`config.mk`:
```
export PLATFORM = sky130hd
export DESIGN_NAME = pipeline_ctrl_flat
export DESIGN_NICKNAME = d
export VERILOG_FILES = /design/src/rtl/pipe_ctrl_pkg.sv /design/src/rtl/pipeline_ctrl_if.sv /design/src/rtl/pipe_perf_cnt.sv /design/src/rtl/pipeline_ctrl.sv /design/src/flat_wrapper.sv
export SDC_FILE = /design/constraint.sdc
export NUM_CORES = 1
export LEC_CHECK = 0
export CORE_MARGIN = 8
export CORE_UTILIZATION = 42
export DETAILED_ROUTE_END_ITERATION = 16
export HOLD_SLACK_MARGIN = 0.06
export PLACE_DENSITY_LB_ADDON = 0.08
export SLEW_MARGIN = 0
export SYNTH_ARGS = -nofsm -noshare
export SYNTH_HDL_FRONTEND = slang
export SYNTH_SLANG_ARGS = --single-unit
export TNS_END_PERCENT = 30
```
`constraint.sdc`:
```
create_clock -name clk_i -period 2.25 [get_ports clk_i]
set_clock_uncertainty 0.15 [all_clocks]
set_input_delay 0.45 -clock clk_i [delete_from_list [all_inputs] [get_ports clk_i]]
set_output_delay 0.45 -clock clk_i [all_outputs]
set_load 0.1 [all_outputs]
```
`src/rtl/pipe_ctrl_pkg.sv`:
```
// Shared types and constants for the pipeline hazard/stall controller.
package pipe_ctrl_pkg;

   typedef enum logic [1:0] {
      RUN   = 2'd0,
      DWAIT = 2'd1,
      ERR   = 2'd2
   } state_e;

   localparam int unsigned MAX_WAIT_DEF = 255;
   localparam int unsigned REG_W        = 5;
   localparam logic [REG_W-1:0] REG_ZERO = 5'd0;

   // A load in EX feeding either source operand of the instruction in ID.
   function automatic logic load_use_hazard(input logic             memread,
                                            input logic [REG_W-1:0] rd,
                                            input logic [REG_W-1:0] rs1,
                                            input logic [REG_W-1:0] rs2);
      return memread && (rd != REG_ZERO) && ((rd == rs1) || (rd == rs2));
   endfunction

endpackage

```
`src/rtl/pipeline_ctrl_if.sv`:
```
// Hazard inputs, memory handshake and pipeline-register controls.
interface pipeline_ctrl_if;
   import pipe_ctrl_pkg::*;

   logic             idex_memread_i;
   logic [REG_W-1:0] idex_rd_i;
   logic [REG_W-1:0] ifid_rs1_i;
   logic [REG_W-1:0] ifid_rs2_i;
   logic             branch_taken_i;
   logic             dmem_req_i;
   logic             dmem_ack_i;
   logic             dmem_start_o;
   logic             stall_o;
   logic             pc_write_o;
   logic             ifid_write_o;
   logic             ifid_flush_o;
   logic             idex_bubble_o;
   logic             err_o;

   modport master (
      output idex_memread_i, idex_rd_i, ifid_rs1_i, ifid_rs2_i,
             branch_taken_i, dmem_req_i, dmem_ack_i,
      input  dmem_start_o, stall_o, pc_write_o, ifid_write_o,
             ifid_flush_o, idex_bubble_o, err_o
   );

   modport slave (
      input  idex_memread_i, idex_rd_i, ifid_rs1_i, ifid_rs2_i,
             branch_taken_i, dmem_req_i, dmem_ack_i,
      output dmem_start_o, stall_o, pc_write_o, ifid_write_o,
             ifid_flush_o, idex_bubble_o, err_o
   );

endinterface

```
`src/rtl/pipe_perf_cnt.sv`:
```
// Pair of free-running wrap counters for stall cycles and IF/ID flushes.
module pipe_perf_cnt #(
   parameter int unsigned CNT_W = 32
) (
   input  logic             clk_i,
   input  logic             rst_i,
   input  logic             stall_inc_i,
   input  logic             flush_inc_i,
   output logic [CNT_W-1:0] stall_cycles_o,
   output logic [CNT_W-1:0] flush_count_o
);

   logic [CNT_W-1:0] stall_cnt_q, stall_cnt_d;
   logic [CNT_W-1:0] flush_cnt_q, flush_cnt_d;

   always_comb begin
      stall_cnt_d = stall_cnt_q;
      flush_cnt_d = flush_cnt_q;
      if (stall_inc_i) stall_cnt_d = stall_cnt_q + CNT_W'(1);
      if (flush_inc_i) flush_cnt_d = flush_cnt_q + CNT_W'(1);
   end

   always_ff @(posedge clk_i) begin
      if (rst_i) begin
         stall_cnt_q <= '0;
         flush_cnt_q <= '0;
      end else begin
         stall_cnt_q <= stall_cnt_d;
         flush_cnt_q <= flush_cnt_d;
      end
   end

   assign stall_cycles_o = stall_cnt_q;
   assign flush_count_o  = flush_cnt_q;

endmodule

```
`src/rtl/pipeline_ctrl.sv`:
```
// Pipeline hazard/stall controller with data-memory wait and timeout tracking.
// Define PIPE_CTRL_PERF_EN to add the stall-cycle and flush performance counters.
module pipeline_ctrl
   import pipe_ctrl_pkg::*;
#(
   parameter int unsigned MAX_WAIT = MAX_WAIT_DEF
`ifdef PIPE_CTRL_PERF_EN
   ,parameter int unsigned CNT_W   = 32
`endif
) (
   input  logic           clk_i,
   input  logic           rst_i,
   pipeline_ctrl_if.slave ctrl
`ifdef PIPE_CTRL_PERF_EN
   ,output logic [CNT_W-1:0] stall_cycles_o,
   output logic [CNT_W-1:0]  flush_count_o
`endif
);

   localparam int unsigned WAIT_W = (MAX_WAIT > 1) ? $clog2(MAX_WAIT) : 1;
   localparam logic [WAIT_W-1:0] WAIT_LAST = WAIT_W'(MAX_WAIT - 1);

   state_e            state_q, state_d;
   logic [WAIT_W-1:0] wait_cnt_q, wait_cnt_d;
   logic              mem_stall;
   logic              start_fsm;
   logic              err_fsm;
   logic              load_use;

   // Memory handshake sequencing; an ack in the timeout cycle still wins.
   always_comb begin
      state_d    = state_q;
      wait_cnt_d = wait_cnt_q;
      mem_stall  = 1'b0;
      start_fsm  = 1'b0;
      err_fsm    = 1'b0;
      case (state_q)
         RUN: begin
            if (ctrl.dmem_req_i) begin
               start_fsm  = 1'b1;
               mem_stall  = 1'b1;
               wait_cnt_d = '0;
               state_d    = DWAIT;
            end
         end
         DWAIT: begin
            wait_cnt_d = wait_cnt_q + WAIT_W'(1);
            if (ctrl.dmem_ack_i) begin
               state_d = RUN;
            end else begin
               mem_stall = 1'b1;
               if (wait_cnt_q == WAIT_LAST) state_d = ERR;
            end
         end
         ERR: begin
            mem_stall = 1'b1;
            err_fsm   = 1'b1;
         end
         default: state_d = RUN;
      endcase
   end

   always_ff @(posedge clk_i) begin
      if (rst_i) begin
         state_q    <= RUN;
         wait_cnt_q <= '0;
      end else begin
         state_q    <= state_d;
         wait_cnt_q <= wait_cnt_d;
      end
   end

   assign load_use = load_use_hazard(ctrl.idex_memread_i, ctrl.idex_rd_i,
                                     ctrl.ifid_rs1_i, ctrl.ifid_rs2_i);

   // Reset drains the pipeline; otherwise stall > load-use > branch.
   always_comb begin
      ctrl.stall_o       = mem_stall;
      ctrl.pc_write_o    = 1'b1;
      ctrl.ifid_write_o  = 1'b1;
      ctrl.ifid_flush_o  = 1'b0;
      ctrl.idex_bubble_o = 1'b0;
      ctrl.dmem_start_o  = start_fsm;
      ctrl.err_o         = err_fsm;
      if (rst_i) begin
         ctrl.stall_o       = 1'b1;
         ctrl.pc_write_o    = 1'b0;
         ctrl.ifid_write_o  = 1'b0;
         ctrl.ifid_flush_o  = 1'b1;
         ctrl.idex_bubble_o = 1'b1;
         ctrl.dmem_start_o  = 1'b0;
         ctrl.err_o         = 1'b0;
      end else if (mem_stall) begin
         ctrl.pc_write_o   = 1'b0;
         ctrl.ifid_write_o = 1'b0;
      end else if (load_use) begin
         ctrl.pc_write_o    = 1'b0;
         ctrl.ifid_write_o  = 1'b0;
         ctrl.idex_bubble_o = 1'b1;
      end else if (ctrl.branch_taken_i) begin
         ctrl.ifid_flush_o = 1'b1;
      end
   end

`ifdef PIPE_CTRL_PERF_EN
   pipe_perf_cnt #(.CNT_W(CNT_W)) u_perf (
      .clk_i          (clk_i),
      .rst_i          (rst_i),
      .stall_inc_i    (!rst_i && (ctrl.stall_o || ctrl.idex_bubble_o)),
      .flush_inc_i    (!rst_i && ctrl.ifid_flush_o),
      .stall_cycles_o (stall_cycles_o),
      .flush_count_o  (flush_count_o)
   );
`endif

endmodule
```
`src/flat_wrapper.sv`:
```
// flat-port wrapper written by rule: the top's interface ports become plain ports
module pipeline_ctrl_flat import pipe_ctrl_pkg::*;
#(
   parameter int unsigned MAX_WAIT = MAX_WAIT_DEF

)
  (clk_i, rst_i, ctrl_idex_memread_i, ctrl_idex_rd_i, ctrl_ifid_rs1_i, ctrl_ifid_rs2_i, ctrl_branch_taken_i, ctrl_dmem_req_i, ctrl_dmem_ack_i, ctrl_dmem_start_o, ctrl_stall_o, ctrl_pc_write_o, ctrl_ifid_write_o, ctrl_ifid_flush_o, ctrl_idex_bubble_o, ctrl_err_o);
  pipeline_ctrl_if ctrl_i ();
  input  logic clk_i;
  input  logic rst_i;
  input wire logic [$bits(ctrl_i.idex_memread_i)-1:0] ctrl_idex_memread_i;
  input wire logic [$bits(ctrl_i.idex_rd_i)-1:0] ctrl_idex_rd_i;
  input wire logic [$bits(ctrl_i.ifid_rs1_i)-1:0] ctrl_ifid_rs1_i;
  input wire logic [$bits(ctrl_i.ifid_rs2_i)-1:0] ctrl_ifid_rs2_i;
  input wire logic [$bits(ctrl_i.branch_taken_i)-1:0] ctrl_branch_taken_i;
  input wire logic [$bits(ctrl_i.dmem_req_i)-1:0] ctrl_dmem_req_i;
  input wire logic [$bits(ctrl_i.dmem_ack_i)-1:0] ctrl_dmem_ack_i;
  output wire logic [$bits(ctrl_i.dmem_start_o)-1:0] ctrl_dmem_start_o;
  output wire logic [$bits(ctrl_i.stall_o)-1:0] ctrl_stall_o;
  output wire logic [$bits(ctrl_i.pc_write_o)-1:0] ctrl_pc_write_o;
  output wire logic [$bits(ctrl_i.ifid_write_o)-1:0] ctrl_ifid_write_o;
  output wire logic [$bits(ctrl_i.ifid_flush_o)-1:0] ctrl_ifid_flush_o;
  output wire logic [$bits(ctrl_i.idex_bubble_o)-1:0] ctrl_idex_bubble_o;
  output wire logic [$bits(ctrl_i.err_o)-1:0] ctrl_err_o;
  assign ctrl_i.idex_memread_i = ctrl_idex_memread_i;
  assign ctrl_i.idex_rd_i = ctrl_idex_rd_i;
  assign ctrl_i.ifid_rs1_i = ctrl_ifid_rs1_i;
  assign ctrl_i.ifid_rs2_i = ctrl_ifid_rs2_i;
  assign ctrl_i.branch_taken_i = ctrl_branch_taken_i;
  assign ctrl_i.dmem_req_i = ctrl_dmem_req_i;
  assign ctrl_i.dmem_ack_i = ctrl_dmem_ack_i;
  assign ctrl_dmem_start_o = ctrl_i.dmem_start_o;
  assign ctrl_stall_o = ctrl_i.stall_o;
  assign ctrl_pc_write_o = ctrl_i.pc_write_o;
  assign ctrl_ifid_write_o = ctrl_i.ifid_write_o;
  assign ctrl_ifid_flush_o = ctrl_i.ifid_flush_o;
  assign ctrl_idex_bubble_o = ctrl_i.idex_bubble_o;
  assign ctrl_err_o = ctrl_i.err_o;
  pipeline_ctrl #(.MAX_WAIT(MAX_WAIT)) u_core (.clk_i(clk_i), .rst_i(rst_i), .ctrl(ctrl_i));
endmodule
```
# After elaboration in Yosys (flattened, before gate mapping)
# Cells that the tools add are included.
# Widths: inputs -> output; s select.
# totals
mem_count	0
rom_bits	0
register_bits	10
ramBits	0
inputBits	21
latchBits	0
word_cells	43
output_inout_bits	7
# op_classes
div_mod_pow	0
bitwise_logic	1
muxes	24
shift	0
eq_ne	7
n_lt_le_gt_ge	0
reduce_logical	8
add_sub_neg	1
mul	0
# op_table
cell	count
$mux 1	17
$pmux 8 s2	1
$eq 5x5->1	2
$add 8x1->8 const B	1
$eq 8x8->1 const B	1
$mux 8	1
$mux 2	3
$pmux 2 s3	1
$reduce_bool 5->1	1
$ne 3x2->1 const B	1
$pmux 1 s3	1
$reduce_and 3->1	1
$eq 2x1->1 const B	1
$eq 2x2->1 const B	1
$logic_and 1x1->1	2
$logic_not 2->1	1
$ne 2x2->1 const B	1
$reduce_and 2->1	1
$reduce_bool 2->1	1
$logic_or 1x1->1	1
$not 1->1	1

# Logic depth before layout (Yosys ltp)
# Gate-level depths: netlist of run 1.
# logic_depth
word_depth	6
mapped_depth	6

# Worst setup path after synthesis of run 1
# Ideal clock, no wire load.
# synth_timing
path_type	flip-flop to output port
start	register u_core.state_q[0]
end	output ctrl_dmem_start_o
n_path_buf	1
t_arrival_ps	3740
path_stages_with_launch	3
required_ps	1650
setup_slack_ps	-2090
path_cell_list	dfxtp_1 buf_1 nor4b_1
# synth_between
elab_chain_len	3
# synth_lines
element	line	text
from (decl)	pipeline_ctrl.sv:23	state_e state_q, state_d;
from (signal assigned)	pipeline_ctrl.sv:68	state_q <= state_d;
$logic_not 2->1	pipeline_ctrl.sv:37	case (state_q)
$mux 1	pipeline_ctrl.sv:37	
$mux 1	pipeline_ctrl.sv:85	if (rst_i) begin
to (decl)	flat_wrapper.sv:18	output wire logic [$bits(ctrl_i.dmem_start_o)-1:0] ctrl_dmem_start_o;
# Every way passes these cells.

# Worst setup path after layout of run 1
# layout_timing
start	input ctrl_idex_rd_i[4]
end	output ctrl_ifid_write_o
# layout_between
elab_chain_len	6
word_cells_on_any_way	9
classes_between	2 x eq/ne; 3 x mux; 4 x reduce/logical
# layout_lines
element	line	text
from (decl)	flat_wrapper.sv:12	input wire logic [$bits(ctrl_i.idex_rd_i)-1:0] ctrl_idex_rd_i;
$eq 5x5->1 / $reduce_bool 5->1 (equally long branches)	pipe_ctrl_pkg.sv:19	return memread && (rd != REG_ZERO) && ((rd == rs1) || (rd == rs2));
$logic_or 1x1->1 / $logic_and 1x1->1 (equally long branches)	pipe_ctrl_pkg.sv:19	
$logic_and 1x1->1 (*)	pipe_ctrl_pkg.sv:19	
$mux 1 (*)	pipeline_ctrl.sv:96	end else if (load_use) begin
$mux 1 (*)	pipeline_ctrl.sv:93	end else if (mem_stall) begin
$mux 1 (*)	pipeline_ctrl.sv:85	
to (decl)	flat_wrapper.sv:21	output wire logic [$bits(ctrl_i.ifid_write_o)-1:0] ctrl_ifid_write_o;
# Every way passes the cells marked *; elsewhere a longest branch is shown, timed or not.

==> results.json, run 1 <==
{
  "syn-num-nets": 116,
  "drt_wl_total_um": 2040,
  "fin_hold_ws_ns": 0.345,
  "rr_startpoint": "u_core.wait_cnt_q[0]",
  "p_per_area_nw_per_um2": 427,
  "globalplace.congestion": 0.745,
  "ant_nets": 0,
  "synth_top_area_cell": "dfxtp_1",
  "ff2ff_path_depth": 5,
  "core_area_sq_um": 1670,
  "grt_max_degree": 9,
  "syn_to_final_growth_pct": 76.9,
  "finalNonFillerCells": 151,
  "clk-insertion-delay-late_ns": 0.27,
  "dpl_worst_slack_ns": -0.423,
  "status": "finished, violations left",
  "finalHoldViolCount": 0,
  "drc": 0,
  "placed_cells": 147,
  "required_ns": 1.65,
  "hp-start": "u_core.wait_cnt_q[5]",
  "synth_cell_types": 33,
  "reg2reg_slack_ns": 0.70,
  "rsz0062_at_grt": "yes",
  "cp_max_fo": 3,
  "dr_total_vias": 833,
  "crit_type": "in2out",
  "setup_violations": 3,
  "overflow": 0,
  "dpl.hpwl_um": 1660,
  "hold_path_end": "u_core.wait_cnt_q[5]",
  "violations": "negative setup slack",
  "yosys.area.top_type_share_pct": 27.8,
  "final_area_sq_um": 1270,
  "cts.sinks": 10,
  "internal_power_uw": 350,
  "timing.rr.end": "u_core.wait_cnt_q[4]",
  "p_leak_nw": 0.545,
  "grt_pass1_vias": 811,
  "diodes": 0,
  "synth_edf_count": 0,
  "worst_hold_path.num_cells": 2,
  "yosysMostFrequentCell": "nor2_1",
  "cts-root-buf": "clkbuf_4",
  "die_x_um": 57.4,
  "relSlewSlack_pct": 76.9,
  "period_minus_slack_ns": 2.28,
  "post_synth.cell_area_avg_sq_um": 7.74,
  "grt_pass1_wl_um": 3510,
  "first_pass_iters": 4,
  "fmax_mhz": 438,
  "synthFlopType": "dfxtp_1",
  "drt-initial-drc-count": 15,
  "ctsLongestPathBuffers": 2,
  "cts_tree": "done",
  "fin_crit_sh_pct": 101,
  "port_buffers": 27,
  "hold_class": "reg2reg",
  "num_rows": 15,
  "track_usage_pct": 13.2,
  "power.switching_fraction_pct": 35.6,
  "cts_buffers": 3,
  "ys_seq_area_share_pct": 27.8,
  "antenna_found_initial": 0,
  "die-area_sq_um": 3290,
  "nNetsFinal": 159,
  "yosys_warnings": 0,
  "vias_per_cell": 5.52,
  "async_flop_share_pct": 0,
  "io_pins": 28,
  "vdd_drop_max_mv": 0.249,
  "start_kind": "input port",
  "combPwrFrac_pct": 42.7,
  "ctsHoldBuffers": 0,
  "seqPwrFrac_pct": 34.7,
  "die_h_um": 57.4,
  "synth-seq-cells": 10,
  "layout-drive-gt1-share_pct": 31.3,
  "clockPowerShare_pct": 22.6,
  "max_cap_violations": 0,
  "total_power_uw": 543,
  "ys_top_cells_by_count": "15 x nor2_1, 10 x dfxtp_1, 10 x xnor2_1",
  "fin_ws_ns": -0.0322,
  "wl_per_cell_um": 13.5,
  "placed_cell_area_sq_um": 1210,
  "finalMaxSlewViolations": 0,
  "cts_max_level": 1,
  "switchingPower_uw": 193,
  "postLayoutCoreUtil_pct": 76.2,
  "syn_inst": 93,
  "syn_area_sq_um": 719,
  "ys_top_cells_by_area": "dfxtp_1 28%, xnor2_1 12%, nor2_1 7.8%",
  "start_util_pct": 43.1,
  "critPathArrivalTime_ns": 1.68,
  "worst_pin_slew_ns": 0.346,
  "path_clk_slew_ns": 0.07,
  "finalSetupTns_ns": -0.0719,
  "cp-end-kind": "output pin"
}
[critical path, cell delays in order]
cell and delay (ns):
buf_6 0.09, or4_4 0.53, o21ai_4 0.16, inv_2 0.06
a21oi_4 0.18, buf_12 0.20
[state kept, by name, indices dropped and copies added (netlist names)]
register,cells
u_core.wait_cnt_q,8
u_core.state_q,2
[final cells by class]
| class | count | area (sq um) |
|---|---|---|
| tap | 17 | 21.3 |
| inverter | 2 | 7.51 |
| clock buffer | 3 | 22.5 |
| multi-input combinational | 77 | 572 |
| timing repair buffer | 42 | 447 |
| sequential | 10 | 203 |
| fill | 123 | 398 |
[placed cells by master (no fill, tap or decap), types with 2 or more instances in the layout]
cell type        count
nor2_1              15
clkbuf_4             3
buf_4               14
buf_2                2
o22ai_2              2
a22oi_1              3
and4_1               2
buf_6                2
or3_1                2
nand3_1              7
dlymetal6s2s_1       4
dfxtp_2              2
mux2_1               3
xnor2_1             10
nor4_1               2
clkdlybuf4s50_1      3
nand2_1              7
nor2b_1              2
dfxtp_1              8
ha_1                 2
dlygate4sd2_1        9
a31oi_1              2
buf_12               7
a21oi_1              4
[power groups by stage]
stage | Combinational, mW | Clock, mW | Sequential, mW
floorplan | 0.128 | 0 | 0.188
global placement | 0.226 | 0 | 0.191
detailed placement | 0.228 | 0 | 0.191
CTS | 0.233 | 0.126 | 0.188
global route | 0.244 | 0.135 | 0.189
finish | 0.232 | 0.123 | 0.188
[routing by layer]
metal | global-route usage [%] | part of all wire (%) | vias to the layer above | wire length (um)
met5 | 0 | 0 | - | 0
met4 | 4.29 | 1.7 | 0 | 34
met3 | 5.83 | 6.9 | 4 | 141
met2 | 22.8 | 52 | 26 | 1060
met1 | 14.0 | 39 | 392 | 805
li1 | - | - | 411 | -
[worst max path at each step]
stage                            startpoint  slack, ns           endpoint  depth (start not counted)
after floorplan           ctrl_idex_rd_i[0]      -0.43    ctrl_pc_write_o                          5
after global placement    ctrl_idex_rd_i[0]      -0.40  ctrl_ifid_write_o                          6
after detailed placement  ctrl_idex_rd_i[0]      -0.42  ctrl_ifid_flush_o                          6
after CTS                 ctrl_idex_rd_i[4]      -0.06  ctrl_ifid_write_o                          6
after global routing      ctrl_idex_rd_i[4]      -0.08  ctrl_ifid_write_o                          6
final                     ctrl_idex_rd_i[4]      -0.03  ctrl_ifid_write_o                          6
[kinds of logic (layout without fill, tap and decap cells)]
family	after synthesis	in the layout	synth area share, %
xor gates and xnor gates	10	10	12.2
DFF	10	10	27.8
and+or+nand+nor	44	44	31.1
AOI/OAI and AO/OA	18	18	16.9
muxes	3	3	4.70
adders and majority gates	2	2	3.48
buffers and inverters	6	47	3.83
[what timing repair did]
item / 4_1_cts / 5_1_grt
resized for setup: 31 / 5
setup endpoints to repair: 5 / 5
pin swaps: 15 / 6
setup buffers: 1 / 0
No activity file was read; power rests on OpenSTA's default activity.
==> run 2: changes to the inputs <==
- CORE_UTILIZATION: 42 -> 38
- clock period: 2.25 -> 2 ns (I/O delays scaled with it)
==> run 2 against run 1 <==
Net effect: the flow still finishes with violations (negative setup slack); final cell count increased by 5.3%; via count decreased by 2.4%; worst hold slack better by 0.0037 ns; flip-flop and latch count stayed put; non-clock buffer count is the same; count of clock-buffer cells in the layout did not move; combinational power up 16%; sequential share of layout area fell by 0.48 points.
==> results.json, run 2 (synthesis gave the netlist of run 1 again) <==
{
  "die_x_um": 59.5,
  "n_fill_cell": 141,
  "dpl_worst_slack_ns": -0.608,
  "finalHoldViolCount": 0,
  "die-area_sq_um": 3540,
  "cts_tree": "done",
  "diodes": 0,
  "worst_pin_slew_ns": 0.356,
  "first_pass_iters": 4,
  "violations": "negative setup slack",
  "die_h_um": 59.5,
  "relSlewSlack_pct": 76.2,
  "top_regs": "u_core.wait_cnt_q x8, u_core.state_q x2",
  "port_buffers": 27,
  "finalSetupTns_ns": -0.748,
  "period_minus_slack_ns": 2.21,
  "postLayoutCoreUtil_pct": 74.7,
  "cts_max_level": 1,
  "ctsLongestPathBuffers": 2,
  "nNetsFinal": 159,
  "path_clk_slew_ns": 0.06,
  "fin_hold_ws_ns": 0.348,
  "max_cap_violations": 0,
  "drc": 0,
  "status": "finished, violations left",
  "critPathArrivalTime_ns": 1.66,
  "placed_cell_area_sq_um": 1230,
  "cts.sinks": 10,
  "cp-end-kind": "output pin",
  "cts_buffers": 3,
  "final_area_sq_um": 1300,
  "io_pins": 28,
  "cts-root-buf": "clkbuf_4",
  "crit_type": "in2out",
  "core_area_sq_um": 1750,
  "vdd_drop_max_mv": 0.435,
  "layout-drive-gt1-share_pct": 32.1,
  "layout_common_cells": "13 x nor2_1, 13 x buf_4, 10 x xnor2_1",
  "antenna_found_initial": 0,
  "grt_pass1_wl_um": 3300,
  "largest_register_ffs": 8,
  "fin_ws_ns": -0.211,
  "clk-insertion-delay-late_ns": 0.26,
  "required_ns": 1.45,
  "finalNonFillerCells": 159,
  "ant_nets": 0,
  "p_per_area_nw_per_um2": 464,
  "start_util_pct": 41.2,
  "dpl.hpwl_um": 1730,
  "total_power_uw": 605,
  "track_usage_pct": 12.0,
  "hold_class": "reg2reg",
  "fin_crit_sh_pct": 111,
  "cp_max_fo": 3,
  "grt_max_degree": 11,
  "fmax_mhz": 452,
  "ctsHoldBuffers": 0,
  "syn_to_final_growth_pct": 81.2,
  "start_kind": "input port",
  "largest_register": "u_core.wait_cnt_q",
  "p_leak_nw": 0.585,
  "globalplace.congestion": 0.825,
  "num_rows": 15,
  "grt_pass1_vias": 754,
  "rsz0062_at_grt": "yes",
  "dr_total_vias": 813,
  "drt-initial-drc-count": 7,
  "wl_per_cell_um": 13.1,
  "vias_per_cell": 5.11,
  "setup_violations": 4,
  "placed_cells": 156,
  "overflow": 0,
  "finalMaxSlewViolations": 0,
  "drt_wl_total_um": 2090
}
run 2: path summary, 6_finish.rpt:
check                                          start                    to  slack, ns  cells past startpoint
worst max-delay path               ctrl_idex_rd_i[4]     ctrl_ifid_write_o      -0.21                      6
worst max register to register  u_core.wait_cnt_q[2]  u_core.wait_cnt_q[7]       0.47                      4
worst min-delay path            u_core.wait_cnt_q[5]  u_core.wait_cnt_q[5]       0.35                      2
worst min register to register  u_core.wait_cnt_q[5]  u_core.wait_cnt_q[5]       0.35                      2
run 2: final cells by class:
type | count | area, sq um | share of cell area [%]
Multi-Input combinational cell | 77 | 572 | 43.9
Timing Repair Buffer | 42 | 469 | 36.0
Tap cell | 25 | 31.3 | 2.40
Clock buffer | 3 | 22.5 | 1.73
Inverter | 2 | 7.51 | 0.576
Sequential cell | 10 | 201 | 15.5
run 2: repair_timing:
item | 4_1_cts | 5_1_grt
pin swaps | 8 | 11
gates resized for setup | 26 | 11
endpoints found under the setup margin | 7 | 5
cloned | 0 | 0
setup buffers | 0 | 0
run 2: routing by layer:
| metal | track usage [%] | part of all wire (%) | vias up |
|---|---|---|---|
| met3 | 5.42 | 5.1 | 2 |
| met2 | 21.6 | 55 | 17 |
| met5 | 0 | 0 | - |
| met1 | 12.5 | 39 | 384 |
| li1 | - | - | 410 |
| met4 | 2.04 | 0.29 | 0 |
run 2: power by group:
group / internal (mW) / switching (mW)
combinational: 0.123 / 0.145
clock: 0.0690 / 0.0603
sequential: 0.203 / 0.00487
run 2: critical path, cell delays in order:
cell and delay, ns:
buf_6 0.09, or4_4 0.54, o21ai_4 0.17, inv_2 0.06
a21oi_4 0.19, buf_12 0.20
==> run 3: changes to the inputs <==
- CORE_UTILIZATION: 38 -> 40
- CTS_BUF_LIST: default -> sky130_fd_sc_hd__clkbuf_8
- PLACE_DENSITY: default -> 0.81
- PLACE_DENSITY_LB_ADDON: 0.08 -> default
==> run 3 against run 2 <==
Net effect: the flow still finishes with violations (negative setup slack); via count increased by 6.5%; first-iteration DRC count grew 110%; die area is 3.7% lower.
==> results.json, run 3 (synthesis gave the netlist of run 1 again) <==
{
  "status": "finished, violations left",
  "violations": "negative setup slack",
  "clk-insertion-delay-late_ns": 0.24,
  "io_pins": 28,
  "syn_to_final_growth_pct": 84.3,
  "track_usage_pct": 15.2,
  "switchingPower_uw": 235,
  "final_area_sq_um": 1330,
  "cpPeakStageDelay_ns": 0.54,
  "cp-end-kind": "output pin",
  "fin_ws_ns": -0.221,
  "cts_max_level": 1,
  "crit_family": "simple AND/OR/NAND/NOR gates",
  "dpl.hpwl_um": 1850,
  "finalMaxSlewViolations": 0,
  "cts_buffers": 3,
  "required_ns": 1.45,
  "total_power_uw": 696,
  "p_per_area_nw_per_um2": 525,
  "first_pass_iters": 3,
  "clockPowerShare_pct": 30.0,
  "ctsLongestPathBuffers": 2,
  "cp_max_fo": 3,
  "diodes": 0,
  "grt_max_degree": 11,
  "largest_register_ffs": 8,
  "internal_power_uw": 461,
  "die-area_sq_um": 3410,
  "antenna_found_initial": 0,
  "grt_pass1_wl_um": 3950,
  "vdd_drop_max_mv": 0.591,
  "dr_total_vias": 866,
  "crit_type": "in2out",
  "cts.sinks": 10,
  "period_minus_slack_ns": 2.22,
  "rsz0062_at_grt": "yes",
  "worst_pin_slew_ns": 0.378,
  "vias_per_cell": 5.41,
  "start_util_pct": 42.1,
  "drt_wl_total_um": 2690,
  "seqPwrFrac_pct": 30.1,
  "die_h_um": 58.4,
  "combPwrFrac_pct": 39.9,
  "num_rows": 15,
  "layout_commonest_cell": "buf_4",
  "layout_common_cells": "15 x buf_4, 14 x nor2_1, 9 x dlygate4sd2_1, 9 x dfxtp_1, 8 x xnor2_1",
  "drc": 0,
  "ctsHoldBuffers": 0,
  "start_kind": "input port",
  "finalHoldViolCount": 0,
  "globalplace.congestion": 0.843,
  "crit_slowest_cell": "or4_4",
  "crit_buf_inv": 3,
  "cts_tree": "done",
  "top_regs": "u_core.wait_cnt_q x8, u_core.state_q x2",
  "path_clk_slew_ns": 0.04,
  "hold_class": "reg2reg",
  "ant_nets": 0,
  "wl_per_cell_um": 16.8,
  "cp_cell_sequence": "buf_6 -> or4_4 -> o21ai_4 -> inv_2 -> a21oi_4 -> buf_12",
  "cts-root-buf": "clkbuf_8",
  "layout-drive-gt1-share_pct": 33.3,
  "grt_pass1_vias": 864,
  "fin_crit_sh_pct": 111,
  "power.switching_fraction_pct": 33.8,
  "relSlewSlack_pct": 74.8,
  "setup_violations": 4,
  "port_buffers": 27,
  "overflow": 0,
  "max_cap_violations": 0,
  "drt-initial-drc-count": 15,
  "nNetsFinal": 160,
  "fmax_mhz": 450,
  "die_x_um": 58.4,
  "p_leak_nw": 0.572,
  "largest_register": "u_core.wait_cnt_q",
  "critPathArrivalTime_ns": 1.67,
  "placed_cell_area_sq_um": 1230,
  "core_area_sq_um": 1710
}
run 3: routing by layer:
metal	GRT usage, %	vias up	routed length (um)
met2	27.7	27	1480
met5	0	-	0
li1	-	418	-
met3	4.13	10	91
met1	14.8	411	1020
met4	9.79	0	99
run 3: path summary, 6_finish.rpt:
kind	start	to	slack, ns	cells past startpoint
worst max-delay path	ctrl_idex_rd_i[4]	ctrl_ifid_write_o	-0.22	6
worst min-delay path	u_core.wait_cnt_q[7]	u_core.wait_cnt_q[7]	0.36	2
worst max register to register	u_core.wait_cnt_q[0]	u_core.wait_cnt_q[4]	0.43	5
worst min register to register	u_core.wait_cnt_q[7]	u_core.wait_cnt_q[7]	0.36	2
run 3: final cells by class:
cell class,count,area [sq um]
Clock buffer,3,41.3
Fill cell,118,382
Inverter,2,7.51
Multi-Input combinational cell,77,584
Sequential cell,10,201
Tap cell,25,31.3
Timing Repair Buffer,43,460
run 3: through the flow:
stage               util [%]  hold WS, ns  setup WS (ns)  setup TNS (ns)  instances
finish                  77.7        0.358         -0.221          -0.803        160
global route            77.7        0.379         -0.247          -0.948        160
floorplan                  -        0.309         -0.576           -2.17         93
CTS                     75.9        0.352         -0.219          -0.802        160
detailed placement      71.9        0.345         -0.573           -2.61        156
global placement        71.9        0.322         -0.545           -2.50        156
run 3: power by group through the flow:
stage / registers [mW] / logic (mW) / clock network, mW
2_1_floorplan: 0.211 / 0.145 / 0
3_3_place_gp: 0.212 / 0.260 / 0
3_5_place_dp: 0.212 / 0.265 / 0
4_1_cts: 0.209 / 0.271 / 0.217
5_1_grt: 0.210 / 0.289 / 0.226
6_report: 0.209 / 0.278 / 0.209
run 3: repair_timing:
item	4_1_cts	5_1_grt
gates resized for setup	31	9
buffers inserted	1	0
pin swaps	16	7
endpoints found under the setup margin	6	5
run 3: worst register-to-register path, cell delays in order (launching register included):
cell	delay (ns)
dfxtp_1	0.42
ha_1	0.25
nand3_1	0.12
mux2_1	0.32
a22oi_1	0.15
nor2_1	0.05
